===== src/rtl/drum_sweep_scheduler.sv =====
`default_nettype none
// ============================================================================
// Module   : drum_sweep_scheduler
// Purpose  : Central sequencer for the column-parallel drum-node array. Runs
//            the one-time grid-init sweep, then repeats per-time-step row
//            sweeps (SETUP/WAIT/LOAD/WRITE per row), captures the tap-row
//            amplitude once per step and hands it to the audio path over a
//            valid/ready handshake, stalling the grid while audio is behind.
// Ports    : clk_50        - system clock
//            reset         - asynchronous active-low reset
//            start         - one-cycle pulse, begins init sweep from IDLE
//            audio_ready   - audio sink accepts sample this cycle
//            tap_u         - tap-column current-row value (signed)
//            row_idx       - current row
//            rd_addr_curr  - current-memory read address
//            rd_addr_prev  - previous-memory read address
//            wr_addr       - write address for both memories
//            we_curr/we_prev - memory write enables
//            init_active   - high during init sweep
//            ld_inputs     - columns latch memory read data
//            wr_strobe     - columns commit next value, shift row registers
//            first_row/last_row - row position flags
//            sample_out/sample_valid - audio sample handshake
//            step_count    - completed time steps (wraps)
//            step_cycles   - cycles of last completed step incl. stalls
// Revision : 1.0 - initial release
// ============================================================================
module drum_sweep_scheduler #(
    parameter int NUM_ROWS = 30,
    parameter int ROW_W    = 5,
    parameter int DATA_W   = 18,
    parameter int TAP_ROW  = 15
) (
    input  logic              clk_50,
    input  logic              reset,
    input  logic              start,
    input  logic              audio_ready,
    input  logic [DATA_W-1:0] tap_u,
    output logic [ROW_W-1:0]  row_idx,
    output logic [ROW_W-1:0]  rd_addr_curr,
    output logic [ROW_W-1:0]  rd_addr_prev,
    output logic [ROW_W-1:0]  wr_addr,
    output logic              we_curr,
    output logic              we_prev,
    output logic              init_active,
    output logic              ld_inputs,
    output logic              wr_strobe,
    output logic              first_row,
    output logic              last_row,
    output logic [DATA_W-1:0] sample_out,
    output logic              sample_valid,
    output logic [31:0]       step_count,
    output logic [31:0]       step_cycles
);

    localparam logic [2:0] c_S_IDLE   = 3'd0;
    localparam logic [2:0] c_S_INIT   = 3'd1;
    localparam logic [2:0] c_S_SETUP  = 3'd2;
    localparam logic [2:0] c_S_WAIT   = 3'd3;
    localparam logic [2:0] c_S_LOAD   = 3'd4;
    localparam logic [2:0] c_S_WRITE  = 3'd5;
    localparam logic [2:0] c_S_OUTPUT = 3'd6;
    localparam logic [2:0] c_S_HOLD   = 3'd7;

    localparam logic [ROW_W-1:0] c_LAST_ROW = ROW_W'(NUM_ROWS - 1);
    localparam logic [ROW_W-1:0] c_TAP_ROW  = ROW_W'(TAP_ROW);

    logic [2:0]        r_state,       w_state_next;
    logic [ROW_W-1:0]  r_row,         w_row_next;
    logic [DATA_W-1:0] r_tap,         w_tap_next;
    logic [DATA_W-1:0] r_sample,      w_sample_next;
    logic              r_valid,       w_valid_next;
    logic [31:0]       r_step_count,  w_step_count_next;
    logic [31:0]       r_step_cycles, w_step_cycles_next;
    logic [31:0]       r_cycle_cnt,   w_cycle_cnt_next;
    logic              w_load;
    logic              w_last;
    logic              w_sweep;
    logic              w_rows_live;

    assign w_last = (r_row == c_LAST_ROW);

    always_ff @(posedge clk_50 or negedge reset) begin
        if (!reset) begin
            r_state       <= c_S_IDLE;
            r_row         <= '0;
            r_tap         <= '0;
            r_sample      <= '0;
            r_valid       <= 1'b0;
            r_step_count  <= '0;
            r_step_cycles <= '0;
            r_cycle_cnt   <= '0;
        end else begin
            r_state       <= w_state_next;
            r_row         <= w_row_next;
            r_tap         <= w_tap_next;
            r_sample      <= w_sample_next;
            r_valid       <= w_valid_next;
            r_step_count  <= w_step_count_next;
            r_step_cycles <= w_step_cycles_next;
            r_cycle_cnt   <= w_cycle_cnt_next;
        end
    end

    always_comb begin
        w_state_next       = r_state;
        w_row_next         = r_row;
        w_tap_next         = r_tap;
        w_sample_next      = r_sample;
        w_valid_next       = r_valid;
        w_step_count_next  = r_step_count;
        w_step_cycles_next = r_step_cycles;
        w_cycle_cnt_next   = r_cycle_cnt;
        w_load             = 1'b0;

        // A transfer drops valid; a same-cycle reload below re-asserts it.
        if (r_valid && audio_ready) begin
            w_valid_next = 1'b0;
        end

        case (r_state)
            c_S_IDLE: begin
                if (start) begin
                    w_state_next = c_S_INIT;
                    w_row_next   = '0;
                end
            end
            c_S_INIT: begin
                if (w_last) begin
                    w_state_next = c_S_SETUP;
                    w_row_next   = '0;
                end else begin
                    w_row_next = r_row + 1'b1;
                end
            end
            c_S_SETUP: begin
                w_cycle_cnt_next = r_cycle_cnt + 32'd1;
                w_state_next     = c_S_WAIT;
            end
            c_S_WAIT: begin
                w_cycle_cnt_next = r_cycle_cnt + 32'd1;
                w_state_next     = c_S_LOAD;
            end
            c_S_LOAD: begin
                w_cycle_cnt_next = r_cycle_cnt + 32'd1;
                w_state_next     = c_S_WRITE;
            end
            c_S_WRITE: begin
                w_cycle_cnt_next = r_cycle_cnt + 32'd1;
                if (r_row == c_TAP_ROW) begin
                    w_tap_next = tap_u;
                end
                if (w_last) begin
                    w_row_next   = '0;
                    w_state_next = c_S_OUTPUT;
                end else begin
                    w_row_next   = r_row + 1'b1;
                    w_state_next = c_S_SETUP;
                end
            end
            c_S_OUTPUT: begin
                if (!r_valid || audio_ready) begin
                    w_load = 1'b1;
                end else begin
                    w_cycle_cnt_next = r_cycle_cnt + 32'd1;
                    w_state_next     = c_S_HOLD;
                end
            end
            c_S_HOLD: begin
                if (audio_ready) begin
                    w_load = 1'b1;
                end else begin
                    w_cycle_cnt_next = r_cycle_cnt + 32'd1;
                end
            end
            default: begin
                w_state_next = c_S_IDLE;
                w_row_next   = '0;
            end
        endcase

        // End-of-step hand-off; the +1 counts the hand-off cycle itself.
        if (w_load) begin
            w_sample_next      = r_tap;
            w_valid_next       = 1'b1;
            w_step_count_next  = r_step_count + 32'd1;
            w_step_cycles_next = r_cycle_cnt + 32'd1;
            w_cycle_cnt_next   = '0;
            w_row_next         = '0;
            w_state_next       = c_S_SETUP;
        end
    end

    // Read addresses stay stable through all four phases of a row so the
    // registered memory address does not change under the pending read.
    assign w_sweep     = (r_state == c_S_SETUP) || (r_state == c_S_WAIT) ||
                         (r_state == c_S_LOAD)  || (r_state == c_S_WRITE);
    assign w_rows_live = w_sweep || (r_state == c_S_INIT);

    always_comb begin
        rd_addr_curr = '0;
        if (r_state == c_S_INIT) begin
            rd_addr_curr = r_row;
        end else if (w_sweep) begin
            // Last row has no row below; hold the address.
            rd_addr_curr = w_last ? r_row : r_row + 1'b1;
        end
    end

    assign row_idx      = r_row;
    assign rd_addr_prev = w_rows_live ? r_row : '0;
    assign wr_addr      = ((r_state == c_S_INIT) || (r_state == c_S_WRITE)) ? r_row : '0;
    assign we_curr      = (r_state == c_S_INIT) || (r_state == c_S_WRITE);
    assign we_prev      = (r_state == c_S_INIT) || (r_state == c_S_WRITE);
    assign init_active  = (r_state == c_S_INIT);
    assign ld_inputs    = (r_state == c_S_LOAD);
    assign wr_strobe    = (r_state == c_S_WRITE);
    assign first_row    = w_rows_live && (r_row == '0);
    assign last_row     = w_rows_live && w_last;
    assign sample_out   = r_sample;
    assign sample_valid = r_valid;
    assign step_count   = r_step_count;
    assign step_cycles  = r_step_cycles;

endmodule
`default_nettype wire


===== config.mk =====
export PLATFORM = sky130hd
export DESIGN_NAME = drum_sweep_scheduler
export DESIGN_NICKNAME = d
export VERILOG_FILES = /design/src/rtl/drum_sweep_scheduler.sv
export SDC_FILE = /design/constraint.sdc
export NUM_CORES = 1
export LEC_CHECK = 0
export CAP_MARGIN = 20
export CORE_MARGIN = 2
export CORE_UTILIZATION = 50
export DETAILED_ROUTE_END_ITERATION = 16
export PLACE_DENSITY = 0.78
export SLEW_MARGIN = 20
export SYNTH_ARGS = -nofsm -noshare
export SYNTH_HDL_FRONTEND = slang
export SYNTH_SLANG_ARGS = --single-unit

===== constraint.sdc =====
create_clock -name clk_50 -period 4.55 [get_ports clk_50]
set_input_delay 0.91 -clock clk_50 [delete_from_list [all_inputs] [get_ports clk_50]]
set_output_delay 0.91 -clock clk_50 [all_outputs]
set_load 0.02 [all_outputs]

==> results of run 1 <==
-- kinds of logic (layout without fill, tap and decap cells) --
| group | Yosys count | after routing | synth area share |
|---|---|---|---|
| compound gates | 135 | 135 | 0.120 |
| xor+xnor | 59 | 59 | 0.0762 |
| buf+inv | 59 | 186 | 0.0354 |
| mux | 19 | 19 | 0.0314 |
| fa+ha+maj | 7 | 7 | 0.0129 |
| simple gates | 278 | 278 | 0.203 |
| flops | 141 | 141 | 0.521 |
-- area by class of cell --
cell class / instances / area, um2 / area share
clock buffer: 19 / 453 / 0.0517
sequential: 141 / 3530 / 0.403
timing repair buffer: 138 / 1370 / 0.156
inverter: 16 / 60.1 / 0.00685
multi-input combinational: 498 / 3020 / 0.345
tap: 176 / 220 / 0.0251
clock inverter: 13 / 115 / 0.0131
-- worst max-delay path: stages (launching register included) --
cell and delay, ns:
dfrtp_1 0.46, inv_1 0.13, ha_1 0.15, nand4_1 0.49, ha_1 0.52, o21ai_0 0.15
o21a_1 0.14, clkdlybuf4s50_1 0.60
-- how the worst max path moves through the flow --
stage | start | to | slack, ns | cells after the start
global placement | row_idx[1] | rd_addr_curr[0] | 1.13 | 7
CTS | row_idx[1] | rd_addr_curr[0] | 0.58 | 7
global route | row_idx[1] | rd_addr_curr[2] | 0.39 | 6
floorplan | row_idx[1] | rd_addr_curr[0] | 1.72 | 7
detailed placement | row_idx[1] | rd_addr_curr[0] | 1.05 | 7
finish | row_idx[1] | rd_addr_curr[0] | 0.56 | 7
-- placed cells by master, fill, tap and decap left out, types with 15 or more instances in the layout --
cell	instances
xor2_1	18
mux2_2	18
dfrtp_1	141
nand4_1	24
o21ai_0	70
clkdlybuf4s50_1	130
nand2_1	135
xnor2_1	41
inv_1	16
nand3_1	27
nor2_1	22
and3_1	15
clkbuf_16	17
a21oi_1	15
-- cells in the mapped netlist (3+ instances only) --
cell type / count
nand2_1: 135
a21oi_1: 15
inv_1: 16
a41oi_1: 3
buf_2: 5
ha_1: 7
nor4_1: 3
o21ai_0: 70
and3_1: 15
and4_1: 7
xnor2_1: 41
nand4_1: 24
and2_1: 13
nand3_1: 28
nor2_1: 22
or2_2: 3
o31ai_1: 13
a31o_2: 3
nor3_1: 8
a21o_1: 5
nor4_2: 3
mux2_2: 18
o41ai_1: 3
xor2_1: 18
clkbuf_1: 33
or3_1: 5
dfrtp_1: 141
a31oi_1: 5
-- flip-flops by register name, indices dropped and copies added, names as in the netlist --
name	flops
r_cycle_cnt	32
sample_valid	1
row_idx	5
r_state	3
r_tap	18
step_count	32
sample_out	18
step_cycles	32
-- per-layer routing --
layer	share of wire	global-route usage	up-vias
met1	0.44	0.316	2720
met2	0.48	0.356	203
met4	0.018	0.0923	0
met5	0	0	-
li1	-	-	2657
met3	0.065	0.0618	26
-- stage by stage --
stage                util  hold WS, ns  total power [W]  instances  cell area (um2)
floorplan               -        0.433          0.00254        698             6780
global placement    0.619        0.441          0.00318        969             8200
detailed placement  0.619        0.453          0.00322        969             8200
CTS                 0.662        0.470          0.00456       1001             8760
global route        0.662        0.485          0.00478       1001             8760
finish              0.662        0.468          0.00453       1001             8760
-- power by group --
part / internal [W] / switching [W]
sequential: 0.00144 / 0.000220
clock: 0.000780 / 0.000538
combinational: 0.000635 / 0.000918
total: 0.00285 / 0.00168
==> summary.md, run 1 <==
| Metric | Value |
|---|---|
| Via total after detailed routing | `5,606` |
| Final Hold Viols | `0` |
| ANT nets after route | `0` |
| Final WS setup | `0.563 ns` |
| Distinct cells, synth | `55` |
| Cell Pwr Density | `just over 500 mW/mm2` |
| Reg2reg setup slack | `1.78 ns` |
| Post-synthesis sequential area ratio | `0.521` |
| Peak VDD IR | `roughly 0.41 mV` |
| Top-area cell type share of the netlist area | `0.521` |
| Worst-Skew Late Latency | `around 0.42 ns` |
| H-tree levels | `4` |
| Die Ht | `120 um` |
| Routed WL | `16,200 um` |
| Slew @ Worst Pin | `0.987 ns` |
| Hold path startpoint | `r_tap[7]` |
| Worst Skew | `0.00937 ns` |
| Largest net degree at the start of global routing | `94` |
| Ports | `132` |
| Post-Syn Area per Cell | `9.71 um2` |
| Reg2reg path depth | `4` |
| P_leak | `3.71 nW` |
| Routability Congestion | `0.882` |
| CP Capture Type | `output pin` |
| Total CTS buffers | `17` |
| Dpl hpwl | `10,900 um` |
| Top FF cell, synth | `dfrtp_1` |
| Post-cts sizing count | `0` |
| Synth area leader | `dfrtp_1` |
| CTS root buffer | `clkbuf_16` |
| Status | `finished clean` |
| Number of global-route vias before repair | `5,453` |
| Nets@finish | `841` |
| Min-Delay Endpoint | `sample_out[7]` |
| Mapped Nets | `727` |
| Clk pin slew, worst setup/hold paths | `0.06 ns` |
| Synthesis-to-layout area growth | `29.3%` |
| Grt ovf | `0` |
| Slew headroom | `0.341` |
| Clock Sink Count | `141` |
| Gr usage total | `0.232` |
| Cells after Synth | `698` |
| Reg-to-Reg End | `r_tap[7]` |
| Per-cell routed wire length | `16.2 um` |
| Critical Path AT | `3.08 ns` |
| Die Width | `120 um` |
| Setup_tns | `0 ns` |
| Drc violations | `0` |
| Yosys warning count | `0` |
| Initial Utilization | `0.512` |
| Startpoint types | `flip-flop` |
| Port bufs | `~130` |
| Async SR Flop Fraction | `1.00` |
| Hold path cells | `2` |
| Fin crit share | `0.876` |
| Pre-CTS setup slack | `1.05 ns` |
| RSZ-0062 raised after global routing | `false` |
| Filler cell count | `1,083` |
| Die ar. | `0.0145 mm2` |
| Setup Crit Path Kind | `reg2out` |
| Initial antenna violation count | `0` |
| Pre-antenna DRT Iters | `5` |
| Post-synth EDFFs | `0` |
| Mapped Area | `0.00678 mm2` |
| Post-synthesis register bit count | `141` |
| Fmax achieved | `251 MHz` |
| DR iter-0 viols | `437` |
| Inserted Diodes | `0` |
| Hold WC Path Type | `reg2reg` |
| Maximum clock path buffer count | `2` |
| Critical Path RT | `~3.6 ns` |
| # setup viols final | `0` |
| Row cnt | `42` |
| Hold Buf Count CTS | `0` |
| Core region area | `between 0.01 and 0.015 mm2` |
| Max Cap Viol | `0` |
| Top post-synthesis cells by area | `dfrtp_1 (52%), nand2_1 (7.5%), xnor2_1 (5.3%)` |
| Final slew viol count | `0` |
| RR Startpoint | `r_state[0]` |
| Layout cell share with drive strength beyond 1 | `0.0897` |
| Worst-path maximum fanout | `15` |
| Global-route wire length before repair | `26,900 um` |
| TritonCTS clock tree | `yes` |
| Tmin final | `3.99 ns` |
| Post-CTS Setup Bufs | `0` |
| Number of vias per cell | `5.60` |
No activity file was read; power rests on OpenSTA's default activity.
==> run 2, diff against run 1 <==
--- a/config.mk
+++ b/config.mk
@@ -6,7 +6,6 @@
 export NUM_CORES = 1
 export LEC_CHECK = 0
 export CAP_MARGIN = 20
-export CORE_MARGIN = 2
 export CORE_UTILIZATION = 50
 export DETAILED_ROUTE_END_ITERATION = 16
 export PLACE_DENSITY = 0.78
==> summary.md, run 2 (synthesized netlist as in run 1, its figures left out) <==
| Metric | Value |
|---|---|
| Status | `complete, but fails checks` |
| Failing checks | `design-rule violations` |
| Routed WL | `15,900 um (-1.9%)` |
| Switching part of the total | `0.376 (+0.00558)` |
| Setup Crit Path Kind | `reg2out` |
| Placed Cells | `969 (unchanged)` |
| Ports | `132 (unchanged)` |
| Final cell count without fillers | `1,002 (+0.10%)` |
| ANT nets after route | `0 (unchanged)` |
| Number of global-route vias before repair | `5,438 (-0.28%)` |
| Port bufs | `131 (unchanged)` |
| Final slew viol count | `0 (unchanged)` |
| Layout cell share with drive strength beyond 1 | `0.0908 (+0.00110)` |
| Die Ht | `118 um (-1.7%)` |
| Critical Path AT | `3.06 ns (-0.02 ns)` |
| Worst setup path startpoint | `row_idx[1]` |
| Dpl hpwl | `10,500 um (-3.9%)` |
| Max Cap Viol | `0 (unchanged)` |
| Fin util | `0.662 (about the same)` |
| Worst-path maximum fanout | `15 (unchanged)` |
| Fin crit share | `0.872 (-0.00395)` |
| Commonest non-fill, non-tap cell in the layout | `dfrtp_1` |
| Logic pwr share | `0.348 (+0.005)` |
| Slew headroom | `0.369 (+0.0287)` |
| Tmin final | `3.97 ns (-0.0180 ns)` |
| Post-cts sizing count | `0 (unchanged)` |
| Nets@finish | `842 (+0.12%)` |
| Die ar. | `0.0140 mm2 (-3.3%)` |
| Maximum clock path buffer count | `2 (unchanged)` |
| Post-CTS Setup Bufs | `0 (unchanged)` |
| Total CTS buffers | `17 (unchanged)` |
| P_leak | `3.72 nW (+0.26%)` |
| Sequential power share | `0.368 (+0.002)` |
| Clock Power Share | `0.284 (-0.007)` |
| CP Capture Type | `output pin` |
| Drc violations | `2 (+2)` |
| Psw | `0.00168 W (+0.38%)` |
| TritonCTS clock tree | `yes` |
| Per-cell routed wire length | `15.9 um (-2.0%)` |
| Worst-Skew Late Latency | `0.42 ns (about the same)` |
| Final Hold Viols | `0 (unchanged)` |
| Clk pin slew, worst setup/hold paths | `0.06 ns (about the same)` |
| Global-route wire length before repair | `26,700 um (-0.74%)` |
| CTS root buffer | `clkbuf_16` |
| Most frequent cells in the layout | `dfrtp_1 (141), nand2_1 (135), clkdlybuf4s50_1 (130), o21ai_0 (70), xnor2_1 (41)` |
| Setup_tns | `0 ns (unchanged)` |
| Gr usage total | `0.238 (+0.00598)` |
| Initial Utilization | `0.512 (unchanged)` |
| Via total after detailed routing | `5,586 (-0.36%)` |
| Slew @ Worst Pin | `0.944 ns (-0.0430 ns)` |
| Clock Sink Count | `141 (unchanged)` |
| Largest net degree at the start of global routing | `110 (+17%)` |
| Routability Congestion | `0.858 (-2.7%)` |
| Peak VDD IR | `0.469 mV (+16%)` |
| Fmax achieved | `252 MHz (+0.45%)` |
| Filler cell count | `1,049 (-3.1%)` |
| Die Width | `118 um (-1.7%)` |
| Worst Skew | `0.00839 ns (-0.000982 ns)` |
| Hold WC Path Type | `in2async` |
| Number of vias per cell | `5.57 (-0.46%)` |
| Hold Buf Count CTS | `0 (unchanged)` |
| P_int | `0.00280 W (-2.0%)` |
| # setup viols final | `0 (unchanged)` |
| Row cnt | `42 (unchanged)` |
| Synthesis-to-layout area growth | `29.4% (about the same)` |
| RR Startpoint | `r_state[0]` |
| RSZ-0062 raised after global routing | `false` |
| DR iter-0 viols | `471 (+7.8%)` |
| Inserted Diodes | `0 (unchanged)` |
| Grt ovf | `0 (unchanged)` |
| Pre-antenna DRT Iters | `14 (+9)` |
| Initial antenna violation count | `0 (unchanged)` |
| Critical Path RT | `3.64 ns (about the same)` |
| H-tree levels | `4 (unchanged)` |
| Startpoint types | `flip-flop` |
| Cell Pwr Density | `511 mW/mm2 (-1.2%)` |
| Core region area | `0.0132 mm2 (unchanged)` |
-- run 2: cell types whose count changed in the layout (fill, tap and decap cells not counted) --
cell        before  now
buf_16           0    1
bufinv_16        1    0
clkbuf_8         2    1
clkinv_2         4    3
clkinv_4         2    4
clkinvlp_4       4    2
inv_6            2    5
-- run 2: final timing paths --
path | end | slack (ns) | depth (start not counted)
setup reg to reg | step_count[29] | 1.83 | 5
min in group clk_50 | sample_out[5] | 0.46 | 2
setup / recovery | rd_addr_curr[3] | 0.58 | 6
max in group asynchronous | r_tap[10] | 3.30 | 2
hold reg to reg | sample_out[5] | 0.46 | 2
hold / removal | step_count[21] | 0.43 | 1
-- run 2: critical path, cell delays in order, from the launching register on --
cell and delay [ns]:
dfrtp_1 0.44, inv_1 0.12, ha_1 0.14, nand4_1 0.50, a31o_2 0.43, a221oi_1 0.32
clkdlybuf4s50_1 0.67
-- run 2: power by group through the flow --
stage               logic [W]  clock network, W  registers [W]
finish                0.00156           0.00127        0.00165
global route          0.00170           0.00134        0.00168
CTS                   0.00156           0.00129        0.00165
detailed placement    0.00155                 0        0.00167
global placement      0.00153                 0        0.00165
floorplan            0.000800                 0        0.00174
-- run 2: area by class of cell --
type | count | area [um2] | area share
repair buffers | 139 | 1390 | 0.159
inverters | 16 | 60.1 | 0.00685
flip-flops and latches | 141 | 3530 | 0.402
clock buffers | 18 | 439 | 0.0501
well taps | 176 | 220 | 0.0251
multi-input cells | 498 | 3020 | 0.345
clock inverters | 14 | 109 | 0.0124
-- run 2: layer usage --
metal / global-route usage / part of all wire / vias to the layer above / wire (um)
li1: - / - / 2668 / -
met3: 0.0507 / 0.052 / 29 / 822
met1: 0.320 / 0.45 / 2711 / 7130
met4: 0.103 / 0.020 / 0 / 314
met5: 0 / 0 / - / 0
met2: 0.374 / 0.48 / 178 / 7640
-- run 2: stage by stage --
stage          total power, W  setup slack (ns)  hold WS, ns  cell area, um2
2_1_floorplan         0.00254              1.72        0.433            6780
3_3_place_gp          0.00318              1.14        0.442            8200
3_5_place_dp          0.00322              1.04        0.453            8200
4_1_cts               0.00451             0.556        0.463            8740
5_1_grt               0.00472             0.375        0.469            8770
6_report              0.00448             0.581        0.430            8770
